**src/rtl/dram_sched_pkg.sv**
```systemverilog
// Shared types for the DRAM request scheduler buffer.
// Request entry layout, address decode and refresh FSM states.
package dram_sched_pkg;

    typedef struct packed {
        logic [2:0]  rank;
        logic [1:0]  bg;
        logic [1:0]  ba;
        logic [17:0] row;
        logic [13:0] col;
        logic        wen;
        logic [31:0] wdata;
    } req_t;

    typedef enum logic {
        R_IDLE,
        R_REQ
    } refresh_state_t;

    function automatic logic [31:0] field_mask(input int n);
        return (32'd1 << n) - 32'd1;
    endfunction

    // Address map MSB->LSB: {rank, row, bg, ba, col, 2'b00}
    function automatic req_t decode_addr(
        input logic [31:0] addr,
        input int          col_bits,
        input int          ba_bits,
        input int          bg_bits,
        input int          row_bits,
        input int          rank_bits
    );
        req_t        d;
        logic [31:0] a;
        d = '0;
        a = addr >> 2;
        d.col  = 14'(a & field_mask(col_bits));
        a = a >> col_bits;
        d.ba   = 2'(a & field_mask(ba_bits));
        a = a >> ba_bits;
        d.bg   = 2'(a & field_mask(bg_bits));
        a = a >> bg_bits;
        d.row  = 18'(a & field_mask(row_bits));
        a = a >> row_bits;
        d.rank = 3'(a & field_mask(rank_bits));
        return d;
    endfunction

endpackage

```
**src/rtl/dram_request_scheduler_buffer_timer.sv**
```systemverilog
// Refresh interval timer with postponed-refresh debt tracking.
// Debt saturates at MAX_DEBT; a further expiry sets the sticky overflow.
module dram_refresh_timer #(
    parameter int TREFI    = 6240,
    parameter int MAX_DEBT = 8
) (
    input  logic clk,
    input  logic rst,
    input  logic debt_dec,
    output logic expire,
    output logic debt_nz,
    output logic debt_multi,
    output logic overflow
);

    localparam int TW = $clog2(TREFI + 1);
    localparam int DW = $clog2(MAX_DEBT + 1);
    localparam int SW = DW + 1;

    logic [TW-1:0] timer_q;
    logic [DW-1:0] debt_q;
    logic [DW-1:0] debt_d;
    logic          ovf_set;
    logic          dec;
    logic [SW-1:0] sum;

    assign expire     = (timer_q == '0);
    assign debt_nz    = (debt_q != '0);
    assign debt_multi = (debt_q > DW'(1));
    assign dec        = debt_dec && debt_nz;

    always_comb begin
        debt_d  = debt_q;
        ovf_set = 1'b0;
        sum     = {1'b0, debt_q} + SW'(expire) - SW'(dec);
        if (sum > SW'(MAX_DEBT)) begin
            debt_d  = DW'(MAX_DEBT);
            ovf_set = 1'b1;
        end else begin
            debt_d  = sum[DW-1:0];
        end
    end

    always_ff @(posedge clk) begin
        if (rst) begin
            timer_q  <= TW'(TREFI - 1);
            debt_q   <= '0;
            overflow <= 1'b0;
        end else begin
            timer_q  <= expire ? TW'(TREFI - 1) : timer_q - TW'(1);
            debt_q   <= debt_d;
            overflow <= overflow | ovf_set;
        end
    end

endmodule

```
**src/rtl/dram_request_scheduler_buffer.sv**
```systemverilog
// In-order request queue feeding the DRAM command generator.
// Exposes head (curr) and head+1 (ftr) and arbitrates refresh.
module dram_request_scheduler_buffer
    import dram_sched_pkg::*;
#(
    parameter int DEPTH     = 8,
    parameter int COL_BITS  = 10,
    parameter int BA_BITS   = 2,
    parameter int BG_BITS   = 2,
    parameter int ROW_BITS  = 15,
    parameter int RANK_BITS = 1,
    parameter int TREFI     = 6240,
    parameter int MAX_DEBT  = 8
) (
    input  logic        CLK,
    input  logic        RST,
    input  logic        req_valid,
    output logic        req_ready,
    input  logic [31:0] req_addr,
    input  logic        req_wen,
    input  logic [31:0] req_wdata,
    output logic        resp_valid,
    output logic        resp_write,
    output logic [31:0] resp_rdata,
    output logic [2:0]  Ra0,
    output logic [2:0]  Ra1,
    output logic [1:0]  BG0,
    output logic [1:0]  BG1,
    output logic [1:0]  BA0,
    output logic [1:0]  BA1,
    output logic [17:0] R0,
    output logic [17:0] R1,
    output logic [13:0] COL0,
    output logic [13:0] COL1,
    output logic        dREN_curr,
    output logic        dWEN_curr,
    output logic        dREN_ftr,
    output logic        dWEN_ftr,
    output logic [31:0] write_data,
    output logic        REFRESH,
    input  logic        request_done,
    input  logic [31:0] data_callback,
    output logic        refresh_overflow
);

    localparam int PW = $clog2(DEPTH);
    localparam int CW = PW + 1;

    req_t           mem [DEPTH];
    req_t           new_req;
    req_t           curr;
    req_t           ftr;
    logic [PW-1:0]  head_q;
    logic [PW-1:0]  tail_q;
    logic [CW-1:0]  count_q;
    logic           full;
    logic           empty;
    logic           has_ftr;
    logic           push;
    logic           pop;
    refresh_state_t state_q;
    refresh_state_t state_d;
    logic           refreshing;
    logic           expire;
    logic           debt_nz;
    logic           debt_multi;
    logic           debt_dec;

    assign full       = (count_q == CW'(DEPTH));
    assign empty      = (count_q == '0);
    assign has_ftr    = (count_q >= CW'(2));
    assign refreshing = (state_q == R_REQ);
    assign push       = req_valid && !full;
    assign pop        = request_done && !refreshing && !empty;
    assign req_ready  = !full;

    always_comb begin
        new_req = decode_addr(req_addr, COL_BITS, BA_BITS,
                              BG_BITS, ROW_BITS, RANK_BITS);
        new_req.wen   = req_wen;
        new_req.wdata = req_wdata;
    end

    always_ff @(posedge CLK) begin
        if (push) mem[tail_q] <= new_req;
    end

    always_ff @(posedge CLK) begin
        if (RST) begin
            head_q  <= '0;
            tail_q  <= '0;
            count_q <= '0;
        end else begin
            if (push) tail_q <= tail_q + PW'(1);
            if (pop)  head_q <= head_q + PW'(1);
            count_q <= count_q + CW'(push) - CW'(pop);
        end
    end

    // Absent slots read as all-zero so every field output is 0.
    always_comb begin
        curr = '0;
        ftr  = '0;
        if (!empty) curr = mem[head_q];
        if (has_ftr) ftr = mem[head_q + PW'(1)];
    end

    assign Ra0        = curr.rank;
    assign Ra1        = ftr.rank;
    assign BG0        = curr.bg;
    assign BG1        = ftr.bg;
    assign BA0        = curr.ba;
    assign BA1        = ftr.ba;
    assign R0         = curr.row;
    assign R1         = ftr.row;
    assign COL0       = curr.col;
    assign COL1       = ftr.col;
    assign write_data = curr.wdata;
    assign dREN_curr  = !empty && !curr.wen && !refreshing;
    assign dWEN_curr  = !empty && curr.wen && !refreshing;
    assign dREN_ftr   = has_ftr && !ftr.wen && !refreshing;
    assign dWEN_ftr   = has_ftr && ftr.wen && !refreshing;
    assign REFRESH    = refreshing;

    always_ff @(posedge CLK) begin
        if (RST) begin
            resp_valid <= 1'b0;
            resp_write <= 1'b0;
            resp_rdata <= '0;
        end else begin
            resp_valid <= pop;
            resp_write <= pop && curr.wen;
            resp_rdata <= (pop && !curr.wen) ? data_callback : '0;
        end
    end

    // Refresh only starts at a request boundary; a same-cycle expiry counts.
    always_comb begin
        state_d  = state_q;
        debt_dec = 1'b0;
        unique case (state_q)
            R_IDLE: begin
                if ((debt_nz || expire) && (empty || pop)) state_d = R_REQ;
            end
            R_REQ: begin
                if (request_done) begin
                    debt_dec = 1'b1;
                    if (!debt_multi && !expire) state_d = R_IDLE;
                end
            end
            default: state_d = R_IDLE;
        endcase
    end

    always_ff @(posedge CLK) begin
        if (RST) state_q <= R_IDLE;
        else     state_q <= state_d;
    end

    dram_refresh_timer #(
        .TREFI    (TREFI),
        .MAX_DEBT (MAX_DEBT)
    ) u_timer (
        .clk        (CLK),
        .rst        (RST),
        .debt_dec   (debt_dec),
        .expire     (expire),
        .debt_nz    (debt_nz),
        .debt_multi (debt_multi),
        .overflow   (refresh_overflow)
    );

endmodule

```
**config.mk**
```make
export PLATFORM = sky130hd
export DESIGN_NAME = dram_request_scheduler_buffer
export DESIGN_NICKNAME = d
export VERILOG_FILES = /design/src/rtl/dram_sched_pkg.sv /design/src/rtl/dram_request_scheduler_buffer_timer.sv /design/src/rtl/dram_request_scheduler_buffer.sv
export SDC_FILE = /design/constraint.sdc
export NUM_CORES = 1
export LEC_CHECK = 0
export BUFFER_PORTS_ARGS = -buffer_cell sky130_fd_sc_hd__buf_2
export CAP_MARGIN = 10
export CORE_MARGIN = 2
export CORE_UTILIZATION = 45
export CTS_BUF_LIST = sky130_fd_sc_hd__clkbuf_8
export CTS_CLUSTER_DIAMETER = 150
export DETAILED_ROUTE_END_ITERATION = 10
export PLACE_DENSITY = 0.66
export SKIP_LAST_GASP = 1
export SLEW_MARGIN = 25
export SYNTH_ARGS = -nofsm -noshare
export SYNTH_HDL_FRONTEND = slang
export SYNTH_SLANG_ARGS = --single-unit
```
**constraint.sdc**
```tcl
create_clock -name CLK -period 5.5 [get_ports CLK]
set_input_delay 0.55 -clock CLK [delete_from_list [all_inputs] [get_ports CLK]]
set_output_delay 0.55 -clock CLK [all_outputs]
set_load 0.05 [all_outputs]
```
==> results of run 1 <==
[logic make-up after synthesis]
family                     after synthesis  synth area share
other                                    1          0.000159
adders and majority gates               18            0.0102
xor gates and xnor gates                20           0.00740
buffers and inverters                  111            0.0236
and+or+nand+nor                        237            0.0457
muxes                                  254             0.207
AOI/OAI and AO/OA                       45            0.0105
DFF                                    570             0.696
[per-stage QoR]
stage / std cells / worst slack [ns] / cell area [sq um] / util
floorplan: 1273 / 0.587 / 23700 / -
global placement: 2123 / 2.11 / 25700 / 0.491
detailed placement: 2123 / 2.10 / 25700 / 0.491
CTS: 2287 / 1.33 / 27300 / 0.523
global route: 2288 / 1.22 / 27300 / 0.523
finish: 2291 / 1.48 / 27300 / 0.523
[Yosys cell counts, drive strengths merged (4+ instances only)]
library cell / n
a21oi: 35
buf: 67
nand2: 76
nor3b: 4
mux4: 188
nor2: 90
ha: 16
nand3: 5
xnor2: 11
and2: 33
dfxtp: 66
xor2: 9
nor4: 6
edfxtp: 504
clkbuf: 25
mux2i: 65
inv: 19
nor3: 6
[flip-flops by register name, indices dropped and copies added, names as in the netlist, named ones only]
register          cells
REFRESH               1
count_q               4
head_q                3
mem                 504
resp_rdata           32
resp_valid            1
resp_write            1
tail_q                3
u_timer.debt_q        4
u_timer.overflow      1
u_timer.timer_q      13
[critical path: cells and delay by family (launching register included)]
| family | cells | cell delay (ns) |
|---|---|---|
| adders and majority gates | 1 | 0.84 |
| buffers and inverters | 2 | 0.75 |
| muxes | 1 | 0.56 |
| DFF | 1 | 0.45 |
| AOI/OAI and AO/OA | 1 | 0.10 |
| and+or+nand+nor | 1 | 0.08 |
[worst paths after layout]
kind	start	endpoint	slack [ns]
max reg2reg	count_q[2]	mem[6][26]	2.67
min	data_callback[11]	resp_rdata[11]	0.09
min reg2reg	u_timer.timer_q[0]	u_timer.timer_q[0]	0.42
max	head_q[0]	R1[6]	1.48
[placed cells by master (no fill, tap or decap), types with 18 or more instances in the layout]
cell type	count
sky130_fd_sc_hd__edfxtp_1	504
sky130_fd_sc_hd__buf_2	231
sky130_fd_sc_hd__mux4_2	188
sky130_fd_sc_hd__clkbuf_8	99
sky130_fd_sc_hd__nor2_1	83
sky130_fd_sc_hd__nand2_1	76
sky130_fd_sc_hd__mux2i_1	65
sky130_fd_sc_hd__dfxtp_1	62
sky130_fd_sc_hd__inv_1	54
sky130_fd_sc_hd__a21oi_1	35
sky130_fd_sc_hd__and2_1	33
sky130_fd_sc_hd__conb_1	18
[where the power goes]
part | leakage [nW] | total, mW | internal [mW] | switching, mW
Sequential | 5.11 | 5.22 | 4.98 | 0.235
Clock | 0.979 | 3.29 | 1.66 | 1.63
Combinational | 3.18 | 5.63 | 1.90 | 3.73
Total | 9.27 | 14.1 | 8.53 | 5.60
[layer usage]
| metal | GRT usage | vias up |
|---|---|---|
| li1 | - | 5534 |
| met1 | 0.265 | 6526 |
| met2 | 0.335 | 413 |
| met3 | 0.0577 | 121 |
| met4 | 0.0691 | 12 |
| met5 | 0 | - |
[area by class of cell]
type,instances,area [sq um],share of cell area
repair buffers,254,1440,0.0528
diodes,4,10.0,0.000366
multi-input cells,592,6830,0.250
clock buffers,99,1360,0.0499
clock inverters,65,277,0.0101
flip-flops and latches,570,16500,0.603
inverters,19,71.3,0.00261
well taps,688,861,0.0315
==> impl_summary.log, run 1 <==
[metrics] outcome: complete, no violations
[metrics] buffer depth of the longest clock path: 3
[metrics] HPWL Detailed: 30.8 mm
[metrics] layout overhead on the synthesized area: 15.5%
[metrics] global route total overflow: 0
[metrics] Period minus WS final: 4.02 ns
[metrics] post-detailed-route via-to-cell ratio: 5.50
[metrics] worst hold path depth: 2
[metrics] fraction of the yosys area taken by sequential cells: 0.696
[metrics] top cells by area, synth: sky130_fd_sc_hd__edfxtp_1, sky130_fd_sc_hd__mux4_2, sky130_fd_sc_hd__dfxtp_1
[metrics] Achievable Freq: 0.249 GHz
[metrics] number of port buffers: 231
[metrics] floorplan die area: between 50000 and 60000 sq um
[metrics] WL final: 54.9 mm
[metrics] setup repair after global routing missed its margin: no
[metrics] Async S/R FF share, synth: 0
[metrics] hold-fix buffer count after cts: 0
[metrics] largest net degree at the start of global routing: between 60 and 70
[metrics] net total in the final layout: approximately 1600
[metrics] combined area of all synthesized cells: 23700 sq um
[metrics] top cell type's share of synthesized area: 0.640
[metrics] number of antenna violations at the first check in global routing: 11
[metrics] type of the worst min-delay path: in2reg
[metrics] Yosys Warn Count: 0
[metrics] Clk Latency, worst-skew pair: 0.67 ns
[metrics] clock transition time at the flip-flop clock pins of the worst setup and hold paths: about 0.06 ns
[metrics] Cell Chain, Critical Path: ha_4, buf_4, mux4_2, nand2_1, a21oi_1, buf_2
[metrics] Max-slew headroom: 0.311
[metrics] post-CTS repair timing setup buffer count: 0
[metrics] RePlAce Congestion: 0.778
[metrics] Crit-path slowest cell: sky130_fd_sc_hd__ha_4
[metrics] std cell rows: 84
[metrics] # IOs: 252
[metrics] r2r worst-path depth: 7
[metrics] Hold Vio Cnt, Final: 0
[metrics] final period utilization: 0.732
[metrics] Die Span X: ~230 um
[metrics] Setup Skew: 0.0293 ns
[metrics] Cells after Synth: 1256
[metrics] Clock Root Buffer: sky130_fd_sc_hd__clkbuf_8
[metrics] critical path class: reg2out
[metrics] clock tree sinks: 570
[metrics] average detailed-routed wire length per instance: around 24 um
[metrics] placeable core region: about 52000 sq um
[metrics] areal power density over the cells: just over 500 nW/um^2
[metrics] leakage: between 9 and 10 nW
[metrics] share of layout cells above drive strength 1: 0.361
[metrics] kind of end point of the critical path: output port
[metrics] most used flip-flop cell after synthesis: sky130_fd_sc_hd__edfxtp_1
[metrics] total CTS buffers: 93
[metrics] overall die height: roughly 230 um
[metrics] Avg Inst Size Synth: approximately 19 sq um
[metrics] Startpoint Class: flop
[metrics] filler cell count in the final layout: 4228
[metrics] first-pass GRT wire length: 81.5 mm
[metrics] Initial Utilization: 0.453
[metrics] Max IR drop VDD: 0.332 mV
[metrics] Worst Hold Slack: 0.0932 ns
[metrics] slew at the pin closest to its max-slew limit: between 1 and 1.5 ns
[metrics] top layer in use: met5
[metrics] number of enable flip-flop cells after synthesis: 504
[metrics] required time of the critical path: 4.95 ns
[metrics] wire length on met3: 3.78 mm
[metrics] overall global routing resource usage: 0.205
[metrics] violation count after the first detailed-route iteration: 972
[metrics] WL met1: about 23 mm
[metrics] register bit total from synthesis: 570
[metrics] vias in the first global route: 13400
[metrics] clock tree from TritonCTS: built
[metrics] Largest stage delay, worst path: 0.84 ns
[metrics] met2 wire length: 26.7 mm
[metrics] Resized Gates After CTS: 0
[metrics] post-route ant nets: 0
[metrics] Setup Viol. Count Final: 0
[metrics] crit-path max FO: 42
[metrics] Max-Cap Viols: 0
[metrics] total power consumption of the routed design: 14.1 mW
[metrics] vias: 12600
[metrics] Arr. time, crit path: around 3.5 ns
[metrics] leading area contributor after synthesis: sky130_fd_sc_hd__edfxtp_1
[metrics] count of unique library cells instantiated by Yosys: between 40 and 50
[metrics] drt first pass iters: 5
[metrics] H-tree depth: 3
[metrics] DRC violation count after routing: 0
[metrics] Pins Over Slew Limit: 0
[metrics] setup total negative slack: 0 ns
Power figures use the tool's default switching activity.
==> run 2: changes to the inputs <==
ABC_AREA = 1   (was default)
clock period = 3.5 ns   (was 5.5 ns; I/O delays follow)
==> impl_summary.log, run 2 <==
[metrics] r2r setup slk: 0.97 ns (was 2.67 ns)
[metrics] commonest non-fill, non-tap cell in the layout: sky130_fd_sc_hd__edfxtp_1 (unchanged)
[metrics] number of port buffers: 231 (unchanged)
[metrics] overall die height: 239 um (was 233 um)
[metrics] largest net degree at the start of global routing: 176 (was 61)
[metrics] cell occurring most often along the worst timing path: sky130_fd_sc_hd__o21ai_0
[metrics] Clk Latency, worst-skew pair: 0.68 ns (was 0.67 ns)
[metrics] Clock Root Buffer: sky130_fd_sc_hd__clkbuf_8 (unchanged)
[metrics] HPWL Detailed: 35.0 mm (was 30.8 mm)
[metrics] layer with the highest usage: met2 (unchanged)
[metrics] Cell Chain, Critical Path: ha_1, buf_4, o21ai_0, o21ai_0, o21ai_0, nor2_1, buf_2 (was ha_4, buf_4, mux4_2, nand2_1, a21oi_1, buf_2)
[metrics] number of instances in the placed design: 3129 (was 2123)
[metrics] largest register by flop count: mem (unchanged)
[metrics] area post-placement: 26600 sq um (was 25700 sq um)
[metrics] fraction of the yosys area taken by sequential cells: 0.662 (was 0.696)
[metrics] Period minus WS final: between 3 and 4 ns
[metrics] most used flip-flop cell after synthesis: sky130_fd_sc_hd__edfxtp_1 (unchanged)
[metrics] r2r worst-path depth: 14 (was 7)
[metrics] final period utilization: 0.966
[metrics] crit-path max FO: 34 (was 42)
[metrics] Multi-input gate area: 7040 sq um (was 6830 sq um)
[metrics] Setup Skew: 0.0295 ns (was 0.0293 ns)
[metrics] Max-slew headroom: 0.463 (was 0.311)
[metrics] fin area: 29500 sq um (was 27300 sq um)
[metrics] register bit total from synthesis: 570 (unchanged)
[metrics] Largest stage delay, worst path: 0.45 ns (was 0.84 ns)
[metrics] Yosys Warn Count: 0 (unchanged)
[metrics] category of cells accounting for the largest share of critical-path delay: buffers and inverters (was adder cells)
[metrics] type of the worst min-delay path: in2reg (unchanged)
[metrics] switching power summed over all nets: 12.6 mW (was 5.60 mW)
[metrics] Max-Cap Viols: 0 (unchanged)
[metrics] Cells after Synth: 2314 (was 1256)
[metrics] Avg Inst Size Synth: 10.7 sq um (was 18.8 sq um)
[metrics] layout overhead on the synthesized area: 18.5% (was 15.5%)
[metrics] registers with the most flip-flops: mem (504), resp_rdata (32), u_timer.timer_q (13) (unchanged)
[metrics] leakage: 11.4 nW (was 9.27 nW)
[metrics] setup repair after global routing missed its margin: no (unchanged)
[metrics] buffer depth of the longest clock path: 3 (unchanged)
[metrics] net total in the final layout: 2740 (was 1649)
[metrics] vias: 18700 (was 12600)
[metrics] Startpoint Class: flop (unchanged)
[metrics] top-count cell post-synth: sky130_fd_sc_hd__edfxtp_1 (unchanged)
[metrics] count of unique library cells instantiated by Yosys: 36 (was 42)
[metrics] launching point of the worst reg2reg path: count_q[2] (unchanged)
[metrics] clock tree from TritonCTS: built (unchanged)
[metrics] Arr. time, crit path: 3.03 ns (was 3.47 ns)
[metrics] Pins Over Slew Limit: 0 (unchanged)
[metrics] number of antenna violations at the first check in global routing: 3 (was 11)
[metrics] Initial Utilization: 0.453 (about the same)
[metrics] launching instance or port of the critical path: head_q[0] (unchanged)
[metrics] footprint of the flip-flops and latches: 16500 sq um (unchanged)
[metrics] global route total overflow: 0 (unchanged)
[metrics] Async S/R FF share, synth: 0 (unchanged)
[metrics] top cell type's share of synthesized area: 0.609 (was 0.640)
[metrics] std cell rows: 86 (was 84)
[metrics] combined area of all synthesized cells: 24900 sq um (was 23700 sq um)
[metrics] overall global routing resource usage: 0.233 (was 0.205)
[metrics] Logic pwr share: 0.477 (was 0.398)
[metrics] Hold Vio Cnt, Final: 0 (unchanged)
[metrics] flip-flop count of the largest register, all copies and words added: 504 (unchanged)
[metrics] GRT met2 Usage: 0.396 (was 0.335)
[metrics] DRC violation count after routing: 0 (unchanged)
[metrics] drt first pass iters: 5 (unchanged)
[metrics] kind of end point of the critical path: output port (unchanged)
[metrics] r2r endpoint: count_q[2] (was mem[6][26])
[metrics] Achievable Freq: roughly 0.30 GHz
[metrics] Crit path depth: 7 (was 6)
[metrics] clock transition time at the flip-flop clock pins of the worst setup and hold paths: 0.06 ns (about the same)
[metrics] leading area contributor after synthesis: sky130_fd_sc_hd__edfxtp_1 (unchanged)
[metrics] grt met3 use: 0.0457 (was 0.0577)
[metrics] filler cell count in the final layout: 4707 (was 4228)
[metrics] areal power density over the cells: 906 nW/um^2 (was 517 nW/um^2)
[metrics] highest-count cells in the layout ignoring fill and taps: sky130_fd_sc_hd__edfxtp_1, sky130_fd_sc_hd__nor2_1, sky130_fd_sc_hd__o21ai_0, sky130_fd_sc_hd__buf_2, sky130_fd_sc_hd__nand2_1 (was sky130_fd_sc_hd__edfxtp_1, sky130_fd_sc_hd__buf_2, sky130_fd_sc_hd__mux4_2, sky130_fd_sc_hd__clkbuf_8, sky130_fd_sc_hd__nor2_1)
[metrics] floorplan die area: 57100 sq um (was 54400 sq um)
[metrics] internal power: 14.1 mW (was 8.53 mW)
[metrics] placeable core region: 54900 sq um (was 52200 sq um)
[metrics] # IOs: 252 (unchanged)
[metrics] Die Span X: 239 um (was 233 um)
[metrics] critical path class: reg2out (unchanged)
[metrics] Max IR drop VDD: 0.821 mV (was 0.332 mV)
[metrics] setup total negative slack: 0 ns (unchanged)
[metrics] total CTS buffers: 96 (was 93)
[metrics] WL final: 67.2 mm (was 54.9 mm)
[metrics] slew at the pin closest to its max-slew limit: 0.805 ns (was 1.03 ns)
[metrics] Commonest cells post-synth: sky130_fd_sc_hd__edfxtp_1, sky130_fd_sc_hd__nor2_1, sky130_fd_sc_hd__o21ai_0 (was sky130_fd_sc_hd__edfxtp_1, sky130_fd_sc_hd__mux4_2, sky130_fd_sc_hd__nor2_1)
[metrics] number of standard cells in the final layout excluding fillers: 3405 (was 2291)
[metrics] sequential power share: 0.305 (was 0.369)
[metrics] H-tree depth: 3 (unchanged)
[metrics] switching fraction of total power: 0.472 (was 0.396)
[metrics] post-detailed-route via-to-cell ratio: 5.48 (was 5.50)
[metrics] vias in the first global route: 18900 (was 13400)
[metrics] Setup Viol. Count Final: 0 (unchanged)
[metrics] grt met1 use: 0.285 (was 0.265)
[metrics] RePlAce Congestion: 0.815 (was 0.778)
[metrics] outcome: complete, no violations (unchanged)
[metrics] Crit-path slowest cell: sky130_fd_sc_hd__buf_4 (was sky130_fd_sc_hd__ha_4)
[metrics] first-pass GRT wire length: 102 mm (was 81.5 mm)
[metrics] number of enable flip-flop cells after synthesis: 504 (unchanged)
[metrics] post-route ant nets: 0 (unchanged)
[metrics] top cells by area, synth: sky130_fd_sc_hd__edfxtp_1, sky130_fd_sc_hd__o21ai_0, sky130_fd_sc_hd__nor2_1 (was sky130_fd_sc_hd__edfxtp_1, sky130_fd_sc_hd__mux4_2, sky130_fd_sc_hd__dfxtp_1)
[metrics] violation count after the first detailed-route iteration: 1530 (was 972)
[metrics] share of layout cells above drive strength 1: 0.155 (was 0.361)
[metrics] average detailed-routed wire length per instance: 19.7 um (was 23.9 um)
[metrics] required time of the critical path: 3.15 ns (was 4.95 ns)
[metrics] clock tree sinks: 570 (unchanged)
[metrics] capture point of the critical path: COL1[0] (was R1[6])
[metrics] Clk network pwr share: 0.218 (was 0.233)
[metrics] Bufs and invs on worst path: 2 (unchanged)
## run 2: cell count changes in the layout (fill, tap and decap cells not counted), moves of 20 or more
cell and change:
sky130_fd_sc_hd__o21ai_1 +43, sky130_fd_sc_hd__a21oi_1 +76, sky130_fd_sc_hd__nor2_1 +384, sky130_fd_sc_hd__o22ai_1 +32, sky130_fd_sc_hd__dlygate4sd3_1 +97, sky130_fd_sc_hd__and2_1 -32
sky130_fd_sc_hd__mux4_2 -188, sky130_fd_sc_hd__mux2i_1 -65, sky130_fd_sc_hd__nand2_1 +105, sky130_fd_sc_hd__inv_1 +113, sky130_fd_sc_hd__nand3_1 +20, sky130_fd_sc_hd__o211a_1 +29
sky130_fd_sc_hd__o21ai_0 +398, sky130_fd_sc_hd__o211ai_1 +92
## run 2: metrics by stage
stage | hold slack (ns) | setup WS, ns | total power, mW | utilization
3_5_place_dp | 0.379 | 0.726 | 20.8 | 0.484
4_1_cts | 0.0802 | 0.106 | 26.8 | 0.536
2_1_floorplan | 0.366 | -1.00 | 17.4 | -
6_report | 0.137 | 0.119 | 26.7 | 0.537
5_1_grt | 0.134 | 0.00574 | 28.1 | 0.537
3_3_place_gp | 0.374 | 0.728 | 20.7 | 0.484
## run 2: metal layers
metal	share of wire	routed length, um	up-vias
li1	-	-	8750
met3	0.073	4900	173
met2	0.49	33100	782
met5	0	0	-
met1	0.40	26800	8964
met4	0.035	2320	0
## run 2: worst reg2reg max path: stages (launching register included)
cell and delay, ns:
sky130_fd_sc_hd__dfxtp_1 0.29, sky130_fd_sc_hd__inv_1 0.09, sky130_fd_sc_hd__ha_1 0.15, sky130_fd_sc_hd__inv_1 0.04, sky130_fd_sc_hd__nor2_1 0.14, sky130_fd_sc_hd__nand2_2 0.10
sky130_fd_sc_hd__nand3_1 0.26, sky130_fd_sc_hd__inv_1 0.19, sky130_fd_sc_hd__ha_1 0.30, sky130_fd_sc_hd__inv_1 0.06, sky130_fd_sc_hd__ha_1 0.12, sky130_fd_sc_hd__inv_1 0.06
sky130_fd_sc_hd__fa_1 0.41, sky130_fd_sc_hd__xor2_1 0.15, sky130_fd_sc_hd__nor2_1 0.05
## run 2: timing repair
item | CTS | global route
cloned | 0 | 0
resized for setup | 2 | 0
endpoints found under the hold margin | 544 | 0
endpoints found under the setup margin | 2 | 1
buffers inserted | 0 | 1
hold buffers | 97 | 0
## run 2: area by class of cell
type / instances / share of cell area
Tap cell: 704 / 0.0299
Sequential cell: 570 / 0.559
Clock buffer: 103 / 0.0481
Timing Repair Buffer: 367 / 0.0892
Multi-Input combinational cell: 1441 / 0.239
Clock inverter: 71 / 0.0155
Inverter: 145 / 0.0188
Antenna cell: 4 / 0.000340
## run 2: kinds of logic after synthesis
family                   after synthesis  synth area share
AO/OA/AOI/OAI                        709             0.160
XOR/XNOR                               3           0.00106
adder cells (fa/ha/maj)               18           0.00966
buffers and inverters                320            0.0603
flip-flops                           570             0.662
other                                  1          0.000151
AND/OR/NAND/NOR                      693             0.107
## run 2: worst min-delay path by stage
stage                                  start                  to  slack, ns  depth (start not counted)
after detailed placement  u_timer.timer_q[0]  u_timer.timer_q[0]       0.38                          1
after global placement    u_timer.timer_q[0]  u_timer.timer_q[0]       0.37                          1
after global routing               req_valid           tail_q[1]       0.13                          3
after floorplan           u_timer.timer_q[0]  u_timer.timer_q[0]       0.37                          1
final                              req_valid           tail_q[1]       0.14                          3
after CTS                          req_valid           tail_q[1]       0.08                          3
## run 2: power by group through the flow
stage | Combinational (mW) | Sequential [mW] | Clock, mW
3_3_place_gp | 12.4 | 8.30 | 0
3_5_place_dp | 12.5 | 8.32 | 0
2_1_floorplan | 8.93 | 8.42 | 0
5_1_grt | 13.6 | 8.19 | 6.26
6_report | 12.7 | 8.15 | 5.81
4_1_cts | 12.7 | 8.18 | 5.94
==> run 3: changes to the inputs <==
CORE_MARGIN = 4   (was 2)
==> impl_summary.log, run 3 (synthesis results as in run 2) <==
[metrics] outcome: complete, no violations (unchanged)
[metrics] grt met3 use: 0.0476 (was 0.0457)
[metrics] GRT met2 Usage: 0.388 (was 0.396)
[metrics] post-detailed-route via-to-cell ratio: 5.54 (was 5.48)
[metrics] # IOs: 252 (unchanged)
[metrics] Max IR drop VDD: 0.595 mV (was 0.821 mV)
[metrics] Placement Setup Slack: 0.776 ns (was 0.726 ns)
[metrics] setup total negative slack: 0 ns (unchanged)
[metrics] crit-path max FO: 90 (was 34)
[metrics] Hold EP: tail_q[1] (unchanged)
[metrics] required time of the critical path: 3.15 ns (about the same)
[metrics] r2r setup slk: 1.00 ns (was 0.97 ns)
[metrics] clock transition time at the flip-flop clock pins of the worst setup and hold paths: 0.06 ns (about the same)
[metrics] Initial Utilization: 0.458 (was 0.453)
[metrics] buffer depth of the longest clock path: 3 (unchanged)
[metrics] placeable core region: 54200 sq um (was 54900 sq um)
[metrics] flip-flop count of the largest register, all copies and words added: 504 (unchanged)
[metrics] Logic pwr share: 0.485 (was 0.477)
[metrics] total power consumption of the routed design: 26.3 mW (was 26.7 mW)
[metrics] Worst Hold Slack: 0.128 ns (was 0.137 ns)
[metrics] largest net degree at the start of global routing: 180 (was 176)
[metrics] vias: 18800 (was 18700)
[metrics] RePlAce Congestion: 0.801 (was 0.815)
[metrics] type of the worst min-delay path: in2reg (unchanged)
[metrics] average detailed-routed wire length per instance: 20.0 um (was 19.7 um)
[metrics] clock tree sinks: 570 (unchanged)
[metrics] highest-count cells in the layout ignoring fill and taps: sky130_fd_sc_hd__edfxtp_1, sky130_fd_sc_hd__nor2_1, sky130_fd_sc_hd__o21ai_0, sky130_fd_sc_hd__buf_2, sky130_fd_sc_hd__nand2_1 (unchanged)
[metrics] number of antenna violations at the first check in global routing: 3 (unchanged)
[metrics] Clk Latency, worst-skew pair: 0.68 ns (about the same)
[metrics] commonest non-fill, non-tap cell in the layout: sky130_fd_sc_hd__edfxtp_1 (unchanged)
[metrics] WL final: 68.0 mm (was 67.2 mm)
[metrics] number of port buffers: 231 (unchanged)
[metrics] net total in the final layout: 2744 (was 2740)
[metrics] r2r endpoint: mem[3][47] (was count_q[2])
[metrics] worst hold path depth: 3 (unchanged)
[metrics] final design utilization: 0.541 (was 0.537)
[metrics] Clk network pwr share: 0.205 (was 0.218)
[metrics] Max-Cap Viols: 0 (unchanged)
[metrics] DRC violation count after routing: 0 (unchanged)
[metrics] Period minus WS final: 3.28 ns (was 3.38 ns)
[metrics] Arr. time, crit path: 2.93 ns (was 3.03 ns)
[metrics] Achievable Freq: 0.305 GHz (was 0.296 GHz)
[metrics] switching power summed over all nets: 12.5 mW (was 12.6 mW)
[metrics] internal power: 13.7 mW (was 14.1 mW)
[metrics] slew at the pin closest to its max-slew limit: 0.839 ns (was 0.805 ns)
[metrics] layer with the highest usage: met2 (unchanged)
[metrics] sequential power share: 0.310 (was 0.305)
[metrics] violation count after the first detailed-route iteration: 1306 (was 1530)
[metrics] switching fraction of total power: 0.477 (was 0.472)
[metrics] Die Span X: 243 um (was 239 um)
[metrics] kind of end point of the critical path: output port (unchanged)
[metrics] HPWL Detailed: 36.6 mm (was 35.0 mm)
[metrics] grt met1 use: 0.261 (was 0.285)
[metrics] overall die height: 243 um (was 239 um)
[metrics] areal power density over the cells: 895 nW/um^2 (was 906 nW/um^2)
[metrics] std cell rows: 85 (was 86)
[metrics] setup repair after global routing missed its margin: no (unchanged)
[metrics] Hold Vio Cnt, Final: 0 (unchanged)
[metrics] Startpoint Class: flop (unchanged)
[metrics] layout overhead on the synthesized area: 18.1% (was 18.5%)
[metrics] total CTS buffers: 94 (was 96)
[metrics] vias in the first global route: 18900 (unchanged)
[metrics] leakage: 11.3 nW (was 11.4 nW)
[metrics] launching point of the worst reg2reg path: count_q[2] (unchanged)
[metrics] Clock Root Buffer: sky130_fd_sc_hd__clkbuf_8 (unchanged)
[metrics] registers with the most flip-flops: mem (504), resp_rdata (32), u_timer.timer_q (13) (unchanged)
[metrics] clock tree from TritonCTS: built (unchanged)
[metrics] H-tree depth: 3 (unchanged)
[metrics] share of layout cells above drive strength 1: 0.153 (was 0.155)
[metrics] worst hold start: req_valid (unchanged)
[metrics] post-route ant nets: 0 (unchanged)
[metrics] drt first pass iters: 5 (unchanged)
[metrics] Pins Over Slew Limit: 0 (unchanged)
[metrics] final period utilization: 0.938 (was 0.966)
[metrics] Setup Skew: 0.0265 ns (was 0.0295 ns)
[metrics] Max-slew headroom: 0.440 (was 0.463)
[metrics] critical path class: reg2out (unchanged)
[metrics] floorplan die area: 59100 sq um (was 57100 sq um)
[metrics] global route total overflow: 0 (unchanged)
[metrics] overall global routing resource usage: 0.221 (was 0.233)
[metrics] largest register by flop count: mem (unchanged)
[metrics] first-pass GRT wire length: 103 mm (was 102 mm)
[metrics] Worst Slack Setup Final: 0.217 ns (was 0.119 ns)
[metrics] Setup Viol. Count Final: 0 (unchanged)
[metrics] r2r worst-path depth: 8 (was 14)
==> run 3: timing repair <==
action | in CTS | in global routing
hold buffers | 97 | 0
setup buffers | 0 | 0
gates resized for setup | 1 | 2
endpoints found under the hold margin | 544 | 0
setup endpoints to repair | 2 | 20
cloned | 0 | 1
==> run 3: power groups by stage <==
stage          Clock (mW)  Sequential [mW]  Combinational (mW)
6_report             5.40             8.15                12.7
5_1_grt              5.84             8.19                13.6
4_1_cts              5.54             8.14                12.7
3_5_place_dp            0             8.28                12.6
3_3_place_gp            0             8.26                12.3
2_1_floorplan           0             8.42                8.93
==> run 3: layout make-up <==
class / instances / area [sq um]
diodes: 3 / 7.51
clock buffers: 99 / 1360
clock inverters: 69 / 365
fillers: 4564 / 24900
inverters: 145 / 553
multi-input cells: 1441 / 7040
flip-flops and latches: 570 / 16500
well taps: 696 / 871
repair buffers: 373 / 2680
==> run 3: critical path, stage by stage, from the launching register on <==
cell and delay [ns]:
sky130_fd_sc_hd__dfxtp_4 0.72, sky130_fd_sc_hd__buf_16 0.35, sky130_fd_sc_hd__o21ai_0 0.15, sky130_fd_sc_hd__o211ai_1 0.22
sky130_fd_sc_hd__nand2_1 0.08, sky130_fd_sc_hd__nor2_1 0.26, sky130_fd_sc_hd__buf_2 0.33
==> run 3: worst max path at each step <==
stage          startpoint              to  cells after the start
6_report             flop         COL0[5]                      6
3_3_place_gp         flop  write_data[17]                      6
5_1_grt              flop  write_data[17]                      7
4_1_cts              flop  write_data[17]                      8
2_1_floorplan  count_q[2]       mem[1][0]                      7
3_5_place_dp         flop  write_data[19]                      6
==> run 3: metrics by stage <==
stage                     cell area, sq um  std cells
after floorplan                      24900       2331
after global placement               26600       3127
after detailed placement             26600       3127
after CTS                            29300       3392
after global routing                 29400       3396
final                                29400       3396
==> run 3: layer usage <==
metal	wire (um)	vias to the layer above
met5	0	-
met2	33800	846
met3	5230	199
met4	2390	0
li1	-	8763
met1	26600	8997
